## config.mk

```make
export PLATFORM = sky130hd
export DESIGN_NAME = led_pattern_seq
export DESIGN_NICKNAME = d
export VERILOG_FILES = /design/src/rtl/led_pattern_seq.sv
export SDC_FILE = /design/constraint.sdc
export NUM_CORES = 1
export LEC_CHECK = 0
export ABC_CLOCK_PERIOD_IN_PS = 2500
export BUFFER_PORTS_ARGS = -buffer_cell sky130_fd_sc_hd__buf_4
export CAP_MARGIN = 15
export CORE_MARGIN = 1
export CORE_UTILIZATION = 45
export CTS_CLUSTER_SIZE = 20
export DETAILED_ROUTE_END_ITERATION = 6
export HOLD_SLACK_MARGIN = 0.1
export PLACE_DENSITY = 0.63
export SLEW_MARGIN = 20
export SYNTH_ARGS = -nofsm -noshare
export SYNTH_HDL_FRONTEND = slang
export SYNTH_SLANG_ARGS = --single-unit
export TNS_END_PERCENT = 30
```

## constraint.sdc

```tcl
create_clock -name clk -period 2.5 [get_ports clk]
set_input_delay 0.25 -clock clk [delete_from_list [all_inputs] [get_ports clk]]
set_output_delay 0.25 -clock clk [all_outputs]
set_load 0.03 [all_outputs]
```

## src/rtl/led_pattern_seq.sv

```systemverilog
// led_pattern_seq: generates the LED patterns for the board LED output stage.
//
// A prescaler divides clk down to a step. On each step the current pattern
// advances by one. There are four patterns: rotate, bounce, binary count and
// blink. With en=0 the prescaler holds its count, and a step pulse advances
// the pattern by one step.
//
// Optional feature (macro LED_PWM_EN): a free-running PWM counter gates the
// pattern using duty. When the macro is undefined, duty is ignored and no PWM
// counter is built.
//
// Ports:
//   clk   in   system clock
//   rst   in   synchronous active-high reset
//   en    in   1 = free-run on prescaler tick, 0 = hold (single-step allowed)
//   mode  in   2  00 rotate, 01 bounce, 10 binary count, 11 blink
//   step  in   single-step pulse, honoured only while en=0
//   duty  in   PWM_W  brightness duty (LED_PWM_EN builds only)
//   leds  out  5  LED drive, leds[0]=d1 ... leds[4]=d5 (registered)
//   tick  out  1-cycle pulse in the cycle a new pattern value appears
module led_pattern_seq #(
  parameter int unsigned DIV   = 12000000,
  parameter int unsigned DIV_W = 24,
  parameter int unsigned PWM_W = 4
) (
  input  logic             clk,
  input  logic             rst,
  input  logic             en,
  input  logic [1:0]       mode,
  input  logic             step,
  input  logic [PWM_W-1:0] duty,
  output logic [4:0]       leds,
  output logic             tick
);

  // The FSM state is the active mode. It is held in state_q, so a checker
  // can observe it directly.
  typedef enum logic [1:0] {
    ST_ROTATE = 2'b00,
    ST_BOUNCE = 2'b01,
    ST_BINARY = 2'b10,
    ST_BLINK  = 2'b11
  } state_e;

  state_e           state_q, state_d;
  logic             dir_down_q, dir_down_d;  // bounce direction, 0 = UP
  logic [DIV_W-1:0] presc_q, presc_d;
  logic [4:0]       pattern_q, pattern_d;
  logic             tick_q, tick_d;

  logic             presc_wrap;
  logic             adv;
  logic             mode_chg;
  logic             is_onehot;
  logic             eff_up;
  logic [4:0]       bounce_next;

  assign presc_wrap = (presc_q == DIV_W'(DIV - 1));
  assign adv        = en ? presc_wrap : step;
  assign mode_chg   = (mode != state_q);
  assign is_onehot  = (pattern_q != 5'd0) &&
                      ((pattern_q & (pattern_q - 5'd1)) == 5'd0);

  // At either end the bounce direction is forced, so the shift can never
  // leave the one-hot range, even if dir_down_q disagrees with the pattern.
  always_comb begin
    eff_up = ~dir_down_q;
    if (pattern_q == 5'b00001) eff_up = 1'b1;
    if (pattern_q == 5'b10000) eff_up = 1'b0;
    bounce_next = eff_up ? {pattern_q[3:0], 1'b0} : {1'b0, pattern_q[4:1]};
  end

  always_comb begin
    state_d    = state_q;
    dir_down_d = dir_down_q;
    presc_d    = presc_q;
    pattern_d  = pattern_q;
    tick_d     = 1'b0;

    if (en) presc_d = presc_wrap ? '0 : presc_q + DIV_W'(1);

    if (mode_chg) begin
      // A mode change wins over a coincident advance. It restarts the
      // prescaler and reloads the initial pattern of the new mode.
      state_d    = state_e'(mode);
      presc_d    = '0;
      dir_down_d = 1'b0;
      pattern_d  = (mode[1] == 1'b0) ? 5'b00001 : 5'b00000;
    end else if (adv) begin
      tick_d = 1'b1;
      case (state_q)
        ST_ROTATE: begin
          pattern_d = is_onehot ? {pattern_q[3:0], pattern_q[4]} : 5'b00001;
        end
        ST_BOUNCE: begin
          if (!is_onehot) begin
            pattern_d  = 5'b00001;
            dir_down_d = 1'b0;
          end else begin
            pattern_d  = bounce_next;
            dir_down_d = ~eff_up;
            if (bounce_next == 5'b10000) dir_down_d = 1'b1;
            if (bounce_next == 5'b00001) dir_down_d = 1'b0;
          end
        end
        ST_BINARY: pattern_d = pattern_q + 5'd1;
        default:   pattern_d = ~pattern_q;
      endcase
    end
  end

  always_ff @(posedge clk) begin
    if (rst) begin
      state_q    <= ST_ROTATE;
      dir_down_q <= 1'b0;
      presc_q    <= '0;
      pattern_q  <= 5'b00001;
      tick_q     <= 1'b0;
    end else begin
      state_q    <= state_d;
      dir_down_q <= dir_down_d;
      presc_q    <= presc_d;
      pattern_q  <= pattern_d;
      tick_q     <= tick_d;
    end
  end

  assign tick = tick_q;

`ifdef LED_PWM_EN
  // The gated value is registered, so duty has no combinational path to
  // leds. The gate uses the counter value of the current cycle.
  logic [PWM_W-1:0] pwm_cnt_q, pwm_cnt_d;
  logic [4:0]       leds_q, leds_d;

  always_comb begin
    pwm_cnt_d = pwm_cnt_q + PWM_W'(1);
    leds_d    = pattern_d & {5{pwm_cnt_q < duty}};
  end

  always_ff @(posedge clk) begin
    if (rst) begin
      pwm_cnt_q <= '0;
      leds_q    <= 5'b00001;
    end else begin
      pwm_cnt_q <= pwm_cnt_d;
      leds_q    <= leds_d;
    end
  end

  assign leds = leds_q;
`else
  logic unused_duty;
  assign unused_duty = ^duty;
  assign leds        = pattern_q;
`endif

endmodule

```

==> results of run 1 <==
## where the power goes
part           switching, µW  leakage (µW)  internal [µW]
logic                   68.1      0.000425           52.4
clock network            185     0.0000433            217
registers               5.19      0.000267            531
## kinds of logic (layout without fill, tap and decap cells)
| family | Yosys count | count (layout) | synth area share [%] |
|---|---|---|---|
| AOI/OAI and AO/OA | 34 | 34 | 14.8 |
| DFF | 33 | 33 | 35.1 |
| and+or+nand+nor | 101 | 101 | 27.7 |
| buffers and inverters | 20 | 35 | 5.32 |
| xor gates and xnor gates | 25 | 25 | 11.6 |
| adders and majority gates | 5 | 5 | 3.32 |
| muxes | 4 | 4 | 2.19 |
## cells in the final DEF, fill, tap and decap left out, drive strengths merged, types with 2 or more instances in the layout
cell type  netlist  final
and4             5      5
dfxtp           33     33
o2bb2ai          2      2
xnor2           18     18
o211ai           3      3
inv              9      9
a32o             2      2
a21oi            2      2
nor3             8      8
nand3           12     12
o32a             2      2
buf              9     19
o31ai            2      2
nand4            4      4
ha               5      5
and2             2      2
and3             3      3
o21a             2      2
nor2            31     31
mux2i            3      3
xor2             7      7
o21ai            3      3
nor4             6      6
clkbuf           2      6
nand2           19     19
nor2b            3      3
a31oi            5      5
or3              3      3
## through the flow
| step | utilization, % | cell area (µm²) | instances | power (µW) | hold slack (ns) |
|---|---|---|---|---|---|
| 2_1_floorplan | - | 1880 | 222 | 631 | 0.322 |
| 5_1_grt | 53.1 | 2120 | 287 | 1110 | 0.165 |
| 6_report | 53.1 | 2120 | 287 | 1060 | 0.167 |
| 3_5_place_dp | 50.8 | 2030 | 280 | 668 | 0.453 |
| 4_1_cts | 53.1 | 2120 | 287 | 1080 | 0.157 |
| 3_3_place_gp | 50.8 | 2030 | 280 | 668 | 0.450 |
## worst min path at each step
stage | start | endpoint | slack [ns] | depth (start not counted)
CTS | rst | state_q[0] | 0.16 | 2
finish | rst | state_q[0] | 0.17 | 2
floorplan | rst | state_q[0] | 0.32 | 1
global placement | rst | state_q[0] | 0.45 | 2
detailed placement | rst | state_q[0] | 0.45 | 2
global route | rst | state_q[1] | 0.16 | 2
## registers in the layout, summed over array words and instances (netlist names)
name and cells:
presc_q 24, leds 5, tick 1, dir_down_q 1
state_q 2
## critical path, cell delays in order (launching register included)
cell,delay [ns]
sky130_fd_sc_hd__dfxtp_1,0.31
sky130_fd_sc_hd__inv_1,0.10
sky130_fd_sc_hd__ha_1,0.18
sky130_fd_sc_hd__nor3b_1,0.65
sky130_fd_sc_hd__o32a_2,0.30
sky130_fd_sc_hd__nor4_2,0.06
sky130_fd_sc_hd__a31o_2,0.25
sky130_fd_sc_hd__a32o_1,0.20
## layout make-up
type / instances / area, µm² / share of cell area, %
sequential: 33 / 661 / 31.1
timing repair buffer: 19 / 155 / 7.31
clock inverter: 1 / 7.51 / 0.354
clock buffer: 6 / 82.6 / 3.89
inverter: 9 / 33.8 / 1.59
multi-input combinational: 169 / 1120 / 52.8
tap: 50 / 62.6 / 2.95
## routing by layer
| layer | routed length (µm) | GRT usage [%] |
|---|---|---|
| met2 | 1670 | 31.2 |
| met5 | 0 | 0 |
| met1 | 1890 | 24.2 |
| met4 | 28 | 7.98 |
| met3 | 93 | 4.97 |
==> flow_results.xml, run 1 <==
<?xml version="1.0" encoding="UTF-8"?>
<metrics>
  <group name="timing">
    <metric name="setup_viol" unit="">0</metric>
    <metric name="final_critical_path_setup_slack" unit="ns">0.343</metric>
    <metric name="final.setup.tns" unit="ns">0</metric>
    <metric name="max_freq" unit="GHz">0.464</metric>
    <metric name="unrepaired_setup_endpoints_after_global_routing" unit="">no</metric>
    <metric name="fin_skew" unit="ns">0.00589</metric>
    <metric name="final_min_period_over_clock_period" unit="%">86.3</metric>
    <metric name="final_slew_violations" unit="">0</metric>
    <metric name="layout_min_cycle_time" unit="ns">2.16</metric>
    <metric name="tightest_slew" unit="ns">0.776</metric>
    <metric name="hold_violations" unit="">0</metric>
    <metric name="max_slew_margin" unit="%">48.1</metric>
  </group>
  <group name="logic_synthesis">
    <metric name="postSynthCellCount" unit="">222</metric>
    <metric name="synth_enable_flop_cells" unit="">0</metric>
    <metric name="cell_types_occupying_the_most_area_after_synthesis" unit="">sky130_fd_sc_hd__dfxtp_1 35%, sky130_fd_sc_hd__xnor2_1 8.4%, sky130_fd_sc_hd__nor2_1 6.2%, sky130_fd_sc_hd__nand2_1 3.8%, sky130_fd_sc_hd__ha_1 3.3%</metric>
    <metric name="synth_top_area_cell" unit="">sky130_fd_sc_hd__dfxtp_1</metric>
    <metric name="async_flop_share" unit="%">0</metric>
    <metric name="synth.ff_latch_count" unit="">33</metric>
    <metric name="ys_top_cells_by_count" unit="">33 x sky130_fd_sc_hd__dfxtp_1, 31 x sky130_fd_sc_hd__nor2_1, 19 x sky130_fd_sc_hd__nand2_1, 18 x sky130_fd_sc_hd__xnor2_1, 12 x sky130_fd_sc_hd__nand3_1</metric>
    <metric name="synth_cell_type_count" unit="">52</metric>
    <metric name="synth_ff_type" unit="">sky130_fd_sc_hd__dfxtp_1</metric>
    <metric name="yosys_warnings" unit="">0</metric>
    <metric name="avgSynthCellArea" unit="µm²">8.48</metric>
    <metric name="synth_fp_nets" unit="">237</metric>
    <metric name="syn-cell-area" unit="µm²">1880</metric>
    <metric name="yosys.area.top_type_share" unit="%">35.1</metric>
    <metric name="synthMostInstantiatedCell" unit="">sky130_fd_sc_hd__dfxtp_1</metric>
    <metric name="synth_seq_area_share" unit="%">35.1</metric>
  </group>
  <group name="grt">
    <metric name="track_usage" unit="%">19.3</metric>
    <metric name="antenna_found_initial" unit="">0</metric>
    <metric name="wire_length_of_the_first_global_routing_pass" unit="µm">6560</metric>
    <metric name="vias_in_the_first_global_route" unit="">1485</metric>
    <metric name="globalRouteOverflowTotal" unit="">0</metric>
    <metric name="maximum_number_of_pins_on_one_net_before_global_route_repair" unit="">16</metric>
  </group>
  <group name="drt">
    <metric name="num_vias" unit="">1551</metric>
    <metric name="dr.first_iter.drc_count" unit="">142</metric>
    <metric name="routed_wirelength" unit="µm">3680</metric>
    <metric name="dr.pass1.iters" unit="">4</metric>
    <metric name="routedWlPerCell" unit="µm">12.8</metric>
    <metric name="drt-vias-per-instance" unit="">5.40</metric>
    <metric name="final_antenna_net_count" unit="">0</metric>
    <metric name="route.detailed.drc" unit="">0</metric>
  </group>
  <group name="setup_path">
    <metric name="timing_worst_setup_path_type" unit="">reg2reg</metric>
    <metric name="timing.rr.start" unit="">leds[1]</metric>
    <metric name="timing.critical_path.from" unit="">leds[1]</metric>
    <metric name="timing.critical_path.to_type" unit="">flop</metric>
    <metric name="rrSetupSlack" unit="ns">0.34</metric>
    <metric name="crit-reg2reg-capture" unit="">leds[4]</metric>
    <metric name="worst_ep_arrival_time" unit="ns">2.33</metric>
    <metric name="reg2reg_depth" unit="">7</metric>
    <metric name="worst_setup_path_endpoint" unit="">leds[4]</metric>
    <metric name="worst_ep_required_time" unit="ns">2.67</metric>
    <metric name="worstSetupStartpointType" unit="">flop</metric>
    <metric name="crit_fanout" unit="">6</metric>
  </group>
  <group name="hold_path">
    <metric name="min_path_type" unit="">in2reg</metric>
  </group>
  <group name="finish">
    <metric name="drive_gt1_share" unit="%">15.2</metric>
    <metric name="layout.nets" unit="">252</metric>
    <metric name="areaGrowthSynthToFinish" unit="%">12.8</metric>
    <metric name="fill_cells" unit="">388</metric>
    <metric name="antenna_cells" unit="">0</metric>
  </group>
  <group name="placed_design">
    <metric name="preCtsSetupSlack" unit="ns">0.346</metric>
    <metric name="port_buffers" unit="">11</metric>
    <metric name="final_weighted_congestion_of_routability_driven_global_placement" unit="">0.802</metric>
    <metric name="dp_hpwl" unit="µm">2570</metric>
  </group>
  <group name="floorplan">
    <metric name="vertical_extent_of_the_die" unit="µm">66.7</metric>
    <metric name="placement_rows" unit="">23</metric>
    <metric name="full_die_area" unit="µm²">4440</metric>
    <metric name="core_region_area" unit="µm²">4000</metric>
    <metric name="start_util" unit="%">47.0</metric>
    <metric name="top_level_ports" unit="">16</metric>
    <metric name="die_w" unit="µm">66.7</metric>
  </group>
  <group name="run_status">
    <metric name="outcome" unit="">finished, final reports clean</metric>
  </group>
  <group name="flow_run">
    <metric name="max_cap_viol_count" unit="">0</metric>
  </group>
  <group name="clock_tree">
    <metric name="clockRootBuffer" unit="">sky130_fd_sc_hd__clkbuf_8</metric>
    <metric name="postCtsSetupBuffers" unit="">0</metric>
    <metric name="cts.htree.levels" unit="">2</metric>
    <metric name="cts_sinks" unit="">33</metric>
    <metric name="tritoncts_clock_tree" unit="">yes</metric>
    <metric name="clock_latency" unit="ns">0.28</metric>
    <metric name="ctsResizeCount" unit="">0</metric>
    <metric name="cts-root-to-sink-buffers" unit="">2</metric>
    <metric name="cts_hold_buffers" unit="">0</metric>
    <metric name="cts_clock_pin_slew_for_the_worst_setup_and_hold_paths" unit="ns">0.07</metric>
    <metric name="cts-buffers-inserted" unit="">5</metric>
  </group>
  <group name="power_and_ir_drop">
    <metric name="power-per-cell-area" unit="nW/µm²">499</metric>
    <metric name="ir_drop" unit="mV">0.367</metric>
    <metric name="leakage" unit="µW">0.000735</metric>
  </group>
</metrics>
Note: power is estimated with default switching activity, not from simulation.
==> run 2, diff against run 1 <==
--- a/config.mk
+++ b/config.mk
@@ -5,7 +5,7 @@
 export SDC_FILE = /design/constraint.sdc
 export NUM_CORES = 1
 export LEC_CHECK = 0
-export ABC_CLOCK_PERIOD_IN_PS = 2500
+export ABC_CLOCK_PERIOD_IN_PS = 2100
 export BUFFER_PORTS_ARGS = -buffer_cell sky130_fd_sc_hd__buf_4
 export CAP_MARGIN = 15
 export CORE_MARGIN = 1
==> constraint.sdc (replaced) <==
create_clock -name clk -period 2.1 [get_ports clk]
set_input_delay 0.21 -clock clk [delete_from_list [all_inputs] [get_ports clk]]
set_output_delay 0.21 -clock clk [all_outputs]
set_load 0.03 [all_outputs]
==> run 2 against run 1 <==
  * Combinational power up 18%
  * Clock power is 52% higher
  * Global-route usage fell by 0.63 points
  * Largest power group unchanged
  * Critical path type unchanged
  * Die area did not move
==> flow_results.xml, run 2 (synthesis results as in run 1) <==
<?xml version="1.0" encoding="UTF-8"?>
<metrics>
  <group name="power_and_ir_drop">
    <metric name="power-per-cell-area" unit="nW/µm²">643</metric>
    <metric name="netSwitchingPower" unit="µW">310</metric>
    <metric name="leakage" unit="µW">0.000758</metric>
    <metric name="ir_drop" unit="mV">0.511</metric>
    <metric name="power_report.internal_total" unit="µW">1080</metric>
    <metric name="switching_share" unit="%">22.3</metric>
    <metric name="combPwrFrac" unit="%">10.1</metric>
    <metric name="power_frac_seq" unit="%">46.0</metric>
    <metric name="pwr-share-clk" unit="%">43.9</metric>
  </group>
  <group name="clock_tree">
    <metric name="cts.htree.levels" unit="">2</metric>
    <metric name="cts_hold_buffers" unit="">0</metric>
    <metric name="ctsResizeCount" unit="">0</metric>
    <metric name="cts_clock_pin_slew_for_the_worst_setup_and_hold_paths" unit="ns">0.07</metric>
    <metric name="tritoncts_clock_tree" unit="">yes</metric>
    <metric name="cts-buffers-inserted" unit="">5</metric>
    <metric name="cts_sinks" unit="">33</metric>
    <metric name="postCtsSetupBuffers" unit="">0</metric>
    <metric name="clock_latency" unit="ns">0.28</metric>
    <metric name="clockRootBuffer" unit="">sky130_fd_sc_hd__clkbuf_8</metric>
    <metric name="cts-root-to-sink-buffers" unit="">2</metric>
  </group>
  <group name="timing">
    <metric name="hold_violations" unit="">0</metric>
    <metric name="tightest_slew" unit="ns">0.530</metric>
    <metric name="final_slew_violations" unit="">0</metric>
    <metric name="max_freq" unit="GHz">0.511</metric>
    <metric name="max_slew_margin" unit="%">64.4</metric>
    <metric name="final_min_period_over_clock_period" unit="%">93.1</metric>
    <metric name="layout_min_cycle_time" unit="ns">1.96</metric>
    <metric name="fin_skew" unit="ns">0.00569</metric>
    <metric name="unrepaired_setup_endpoints_after_global_routing" unit="">no</metric>
    <metric name="setup_viol" unit="">0</metric>
    <metric name="whs" unit="ns">0.115</metric>
  </group>
  <group name="setup_path">
    <metric name="cpMaxStageDelayCell" unit="">sky130_fd_sc_hd__nor4_2</metric>
    <metric name="crit_fanout" unit="">4</metric>
    <metric name="worst_setup_path_endpoint" unit="">leds[0]</metric>
    <metric name="crit_family" unit="">compound AO/OA/AOI/OAI gates</metric>
    <metric name="timing_worst_setup_path_type" unit="">reg2reg</metric>
    <metric name="timing.critical_path.to_type" unit="">flop</metric>
    <metric name="timing.critical_path.depth" unit="">7</metric>
    <metric name="cpPeakStageDelay" unit="ns">0.37</metric>
    <metric name="worstSetupStartpointType" unit="">flop</metric>
    <metric name="worst_ep_arrival_time" unit="ns">2.13</metric>
    <metric name="crit-reg2reg-capture" unit="">leds[0]</metric>
    <metric name="timing.rr.start" unit="">leds[0]</metric>
    <metric name="timing.critical_path.from" unit="">leds[0]</metric>
    <metric name="worst_ep_required_time" unit="ns">2.27</metric>
    <metric name="series_of_cell_instances_along_the_critical_path" unit="">inv_1, ha_1, nor3b_1, o32a_2, nor4_2, a31oi_1, a211o_1</metric>
    <metric name="reg2reg_depth" unit="">7</metric>
    <metric name="rrSetupSlack" unit="ns">0.14</metric>
    <metric name="buffering_stage_count_on_the_worst_path_with_inverters_included" unit="">1</metric>
  </group>
  <group name="drt">
    <metric name="routedWlPerCell" unit="µm">12.4</metric>
    <metric name="routed_wirelength" unit="µm">3620</metric>
    <metric name="final_antenna_net_count" unit="">0</metric>
    <metric name="route.detailed.drc" unit="">0</metric>
    <metric name="drt-vias-per-instance" unit="">5.35</metric>
    <metric name="dr.first_iter.drc_count" unit="">61</metric>
    <metric name="num_vias" unit="">1557</metric>
    <metric name="dr.pass1.iters" unit="">4</metric>
  </group>
  <group name="grt">
    <metric name="maximum_number_of_pins_on_one_net_before_global_route_repair" unit="">14</metric>
    <metric name="vias_in_the_first_global_route" unit="">1440</metric>
    <metric name="wire_length_of_the_first_global_routing_pass" unit="µm">6320</metric>
    <metric name="track_usage" unit="%">18.7</metric>
    <metric name="antenna_found_initial" unit="">0</metric>
    <metric name="globalRouteOverflowTotal" unit="">0</metric>
  </group>
  <group name="finish">
    <metric name="largest_register_ff_count" unit="">24</metric>
    <metric name="layout.nets" unit="">255</metric>
    <metric name="antenna_cells" unit="">0</metric>
    <metric name="most-common-layout-cells" unit="">31 x sky130_fd_sc_hd__nor2_1, 31 x sky130_fd_sc_hd__dfxtp_1, 22 x sky130_fd_sc_hd__buf_4</metric>
    <metric name="fill_cells" unit="">375</metric>
    <metric name="finish.utilization" unit="%">54.1</metric>
    <metric name="largest_register" unit="">presc_q</metric>
    <metric name="drive_gt1_share" unit="%">17.0</metric>
    <metric name="areaGrowthSynthToFinish" unit="%">14.9</metric>
  </group>
  <group name="placed_design">
    <metric name="dp_hpwl" unit="µm">2560</metric>
    <metric name="port_buffers" unit="">11</metric>
    <metric name="final_weighted_congestion_of_routability_driven_global_placement" unit="">0.883</metric>
  </group>
  <group name="hold_path">
    <metric name="min_path_type" unit="">in2reg</metric>
  </group>
  <group name="floorplan">
    <metric name="placement_rows" unit="">23</metric>
    <metric name="vertical_extent_of_the_die" unit="µm">66.7</metric>
    <metric name="start_util" unit="%">47.0</metric>
    <metric name="die_w" unit="µm">66.7</metric>
    <metric name="full_die_area" unit="µm²">4440</metric>
    <metric name="core_region_area" unit="µm²">4000</metric>
    <metric name="top_level_ports" unit="">16</metric>
  </group>
  <group name="flow_run">
    <metric name="max_cap_viol_count" unit="">0</metric>
  </group>
  <group name="run_status">
    <metric name="outcome" unit="">finished, final reports clean</metric>
  </group>
</metrics>
==> run 2: cell count changes in the layout (fill, tap and decap cells not counted) <==
cell,delta
sky130_fd_sc_hd__buf_12,-1
sky130_fd_sc_hd__clkinvlp_4,-1
sky130_fd_sc_hd__bufinv_16,+1
sky130_fd_sc_hd__dfxtp_2,+2
sky130_fd_sc_hd__clkbuf_1,+1
sky130_fd_sc_hd__buf_4,+4
sky130_fd_sc_hd__dfxtp_1,-2
==> run 2: worst min path at each step <==
stage               startpoint    endpoint  depth (start not counted)
finish                     rst  state_q[0]                          2
global route               rst  state_q[0]                          2
CTS                        rst  state_q[0]                          2
detailed placement         rst  state_q[0]                          2
global placement           rst  state_q[0]                          2
floorplan                  rst  state_q[0]                          1
==> run 2: through the flow <==
stage          instance area, µm²  setup WS (ns)  TNS, ns  total power, µW  cells
3_3_place_gp                 2050          0.159        0              795    283
6_report                     2160          0.145        0             1390    291
5_1_grt                      2160        0.00693        0             1450    291
2_1_floorplan                1880        -0.0155  -0.0283              751    222
3_5_place_dp                 2050          0.156        0              795    283
4_1_cts                      2160          0.132        0             1420    291
==> run 2: metal layers <==
layer / vias to the layer above / routed length (µm) / part of all wire, % / GRT usage, %
met5: - / 0 / 0 / 0
met4: 0 / 59 / 1.6 / 7.18
met3: 6 / 111 / 3.1 / 5.14
met2: 17 / 1600 / 44 / 29.8
met1: 705 / 1840 / 51 / 23.7
li1: 829 / - / - / -
==> run 2: cell type report <==
class / count / area, µm² / area share (%)
clock buffers: 7 / 86.3 / 3.99
repair buffers: 22 / 165 / 7.64
inverters: 9 / 33.8 / 1.56
clock inverters: 1 / 30.0 / 1.39
well taps: 50 / 62.6 / 2.89
flip-flops and latches: 33 / 663 / 30.7
multi-input cells: 169 / 1120 / 51.9
==> run 2: worst reg2reg max path, stage by stage (launching register included) <==
cell                      delay [ns]
sky130_fd_sc_hd__dfxtp_2        0.33
sky130_fd_sc_hd__inv_1          0.07
sky130_fd_sc_hd__ha_1           0.22
sky130_fd_sc_hd__nor3b_1        0.18
sky130_fd_sc_hd__o32a_2         0.22
sky130_fd_sc_hd__nor4_2         0.37
sky130_fd_sc_hd__a31oi_1        0.16
sky130_fd_sc_hd__a211o_1        0.30
==> run 2: power groups by stage <==
| stage | clock network [µW] | logic [µW] | registers (µW) |
|---|---|---|---|
| 6_report | 610 | 141 | 640 |
| 5_1_grt | 658 | 157 | 640 |
| 4_1_cts | 633 | 143 | 639 |
| 3_5_place_dp | 0 | 141 | 653 |
| 3_3_place_gp | 0 | 142 | 654 |
| 2_1_floorplan | 0 | 91.1 | 660 |
==> run 3, diff against run 2 <==
--- a/config.mk
+++ b/config.mk
@@ -10,6 +10,7 @@
 export CAP_MARGIN = 15
 export CORE_MARGIN = 1
 export CORE_UTILIZATION = 45
+export CTS_BUF_LIST = sky130_fd_sc_hd__clkbuf_4
 export CTS_CLUSTER_SIZE = 20
 export DETAILED_ROUTE_END_ITERATION = 6
 export HOLD_SLACK_MARGIN = 0.1
==> run 3 against run 2 <==
  * Sequential share of layout area grew 0.40 points
  * Largest power group unchanged
  * Combinational power is essentially flat
  * Critical endpoint unchanged
  * Worst setup slack worse by 0.0082 ns
  * Core utilization is 0.69 points lower
  * Routed wire length shrank 0.66%
  * Total power shrank 9.7%
  * Highest routed layer unchanged
  * Flip-flop and latch count stayed put
  * Clock skew increased by 0.0031 ns
==> flow_results.xml, run 3 (synthesis results as in run 1) <==
<?xml version="1.0" encoding="UTF-8"?>
<metrics>
  <group name="grt">
    <metric name="globalRouteOverflowTotal" unit="">0</metric>
    <metric name="maximum_number_of_pins_on_one_net_before_global_route_repair" unit="">14</metric>
    <metric name="wire_length_of_the_first_global_routing_pass" unit="µm">6290</metric>
    <metric name="track_usage" unit="%">18.7</metric>
    <metric name="vias_in_the_first_global_route" unit="">1432</metric>
    <metric name="antenna_found_initial" unit="">0</metric>
  </group>
  <group name="drt">
    <metric name="drt-vias-per-instance" unit="">5.38</metric>
    <metric name="routed_wirelength" unit="µm">3600</metric>
    <metric name="final_antenna_net_count" unit="">0</metric>
    <metric name="dr.pass1.iters" unit="">4</metric>
    <metric name="routedWlPerCell" unit="µm">12.3</metric>
    <metric name="dr.first_iter.drc_count" unit="">50</metric>
    <metric name="num_vias" unit="">1570</metric>
    <metric name="route.detailed.drc" unit="">0</metric>
  </group>
  <group name="power_and_ir_drop">
    <metric name="combPwrFrac" unit="%">11.4</metric>
    <metric name="switching_share" unit="%">23.9</metric>
    <metric name="power_frac_seq" unit="%">50.9</metric>
    <metric name="leakage" unit="µW">0.000747</metric>
    <metric name="ir_drop" unit="mV">0.371</metric>
    <metric name="netSwitchingPower" unit="µW">300</metric>
    <metric name="pwr-share-clk" unit="%">37.8</metric>
    <metric name="power_report.internal_total" unit="µW">956</metric>
    <metric name="power-per-cell-area" unit="nW/µm²">589</metric>
  </group>
  <group name="floorplan">
    <metric name="top_level_ports" unit="">16</metric>
    <metric name="full_die_area" unit="µm²">4440</metric>
    <metric name="start_util" unit="%">47.0</metric>
    <metric name="vertical_extent_of_the_die" unit="µm">66.7</metric>
    <metric name="die_w" unit="µm">66.7</metric>
    <metric name="core_region_area" unit="µm²">4000</metric>
    <metric name="placement_rows" unit="">23</metric>
  </group>
  <group name="finish">
    <metric name="largest_register" unit="">presc_q</metric>
    <metric name="largest_register_ff_count" unit="">24</metric>
    <metric name="layout.nets" unit="">256</metric>
    <metric name="areaGrowthSynthToFinish" unit="%">13.4</metric>
    <metric name="most-common-layout-cells" unit="">31 x sky130_fd_sc_hd__nor2_1, 31 x sky130_fd_sc_hd__dfxtp_1, 22 x sky130_fd_sc_hd__buf_4</metric>
    <metric name="antenna_cells" unit="">0</metric>
    <metric name="drive_gt1_share" unit="%">16.9</metric>
    <metric name="fill_cells" unit="">376</metric>
  </group>
  <group name="timing">
    <metric name="final_slew_violations" unit="">0</metric>
    <metric name="layout_min_cycle_time" unit="ns">1.96</metric>
    <metric name="max_freq" unit="GHz">0.509</metric>
    <metric name="fin_skew" unit="ns">0.00879</metric>
    <metric name="unrepaired_setup_endpoints_after_global_routing" unit="">no</metric>
    <metric name="final_min_period_over_clock_period" unit="%">93.5</metric>
    <metric name="hold_violations" unit="">0</metric>
    <metric name="tightest_slew" unit="ns">0.543</metric>
    <metric name="final.setup.tns" unit="ns">0</metric>
    <metric name="max_slew_margin" unit="%">63.6</metric>
    <metric name="setup_viol" unit="">0</metric>
    <metric name="whs" unit="ns">0.108</metric>
  </group>
  <group name="flow_run">
    <metric name="max_cap_viol_count" unit="">0</metric>
  </group>
  <group name="clock_tree">
    <metric name="clockRootBuffer" unit="">sky130_fd_sc_hd__clkbuf_4</metric>
    <metric name="postCtsSetupBuffers" unit="">0</metric>
    <metric name="cts-root-to-sink-buffers" unit="">2</metric>
    <metric name="cts_hold_buffers" unit="">1</metric>
    <metric name="tritoncts_clock_tree" unit="">yes</metric>
    <metric name="cts_clock_pin_slew_for_the_worst_setup_and_hold_paths" unit="ns">0.10</metric>
    <metric name="cts-buffers-inserted" unit="">5</metric>
    <metric name="cts_sinks" unit="">33</metric>
    <metric name="ctsResizeCount" unit="">0</metric>
    <metric name="clock_latency" unit="ns">0.33</metric>
    <metric name="cts.htree.levels" unit="">2</metric>
  </group>
  <group name="placed_design">
    <metric name="dp_hpwl" unit="µm">2560</metric>
    <metric name="final_weighted_congestion_of_routability_driven_global_placement" unit="">0.883</metric>
    <metric name="port_buffers" unit="">11</metric>
  </group>
  <group name="hold_path">
    <metric name="min_path_type" unit="">in2reg</metric>
  </group>
  <group name="setup_path">
    <metric name="timing.critical_path.to_type" unit="">flop</metric>
    <metric name="crit_fanout" unit="">4</metric>
    <metric name="worst_ep_arrival_time" unit="ns">2.20</metric>
    <metric name="worst_ep_required_time" unit="ns">2.34</metric>
    <metric name="worstSetupStartpointType" unit="">flop</metric>
    <metric name="timing_worst_setup_path_type" unit="">reg2reg</metric>
  </group>
  <group name="run_status">
    <metric name="outcome" unit="">finished, final reports clean</metric>
  </group>
</metrics>
==> run 3: cell types whose count changed in the layout (fill, tap and decap cells not counted) <==
cell	change
sky130_fd_sc_hd__clkbuf_8	-6
sky130_fd_sc_hd__dlygate4sd3_1	+1
sky130_fd_sc_hd__clkbuf_4	+6
sky130_fd_sc_hd__clkinv_1	+1
sky130_fd_sc_hd__clkbuf_1	-1
==> run 3: stage by stage <==
step	cell area [µm²]	power [µW]	setup WS, ns	util (%)	instances
finish	2130	1260	0.136	53.4	292
global route	2130	1310	0.000905	53.4	292
CTS	2130	1270	0.127	53.4	292
detailed placement	2050	795	0.156	51.1	283
global placement	2050	795	0.159	51.1	283
floorplan	1880	751	-0.0155	-	222
==> run 3: final cells by class <==
type	instances	area, µm²	share of cell area (%)
timing repair buffer	23	175	8.21
inverter	9	33.8	1.58
tap	50	62.6	2.93
clock buffer	6	45.0	2.11
sequential	33	663	31.1
clock inverter	2	33.8	1.58
multi-input combinational	169	1120	52.5
==> run 3: final timing paths <==
kind                            slack [ns]  cells past startpoint        from         end
worst max-delay path                  0.14                      7     leds[0]     leds[0]
worst min-delay path                  0.11                      2     mode[0]  state_q[0]
worst max register to register        0.14                      7     leds[0]     leds[0]
worst min register to register        0.53                      2  presc_q[7]  presc_q[7]
==> run 3: routing by layer <==
metal  up-vias  global-route usage [%]  wire (µm)
met5         -                       0          0
met4         0                    7.18         56
met3         6                    5.14        110
met2        17                    29.7       1600
met1       717                    23.8       1830
li1        830                       -          -
==> run 3: critical path: stages, from the launching register on <==
cell and delay (ns):
sky130_fd_sc_hd__dfxtp_2 0.34, sky130_fd_sc_hd__inv_1 0.07, sky130_fd_sc_hd__ha_1 0.22, sky130_fd_sc_hd__nor3b_1 0.18, sky130_fd_sc_hd__o32a_2 0.22, sky130_fd_sc_hd__nor4_2 0.37
sky130_fd_sc_hd__a31oi_1 0.16, sky130_fd_sc_hd__a211o_1 0.30
==> run 3: power groups by stage <==
stage          logic (µW)  registers, µW  clock network (µW)
3_3_place_gp          142            654                   0
2_1_floorplan        91.1            660                   0
4_1_cts               144            639                 490
3_5_place_dp          141            653                   0
5_1_grt               158            640                 514
6_report              143            639                 474
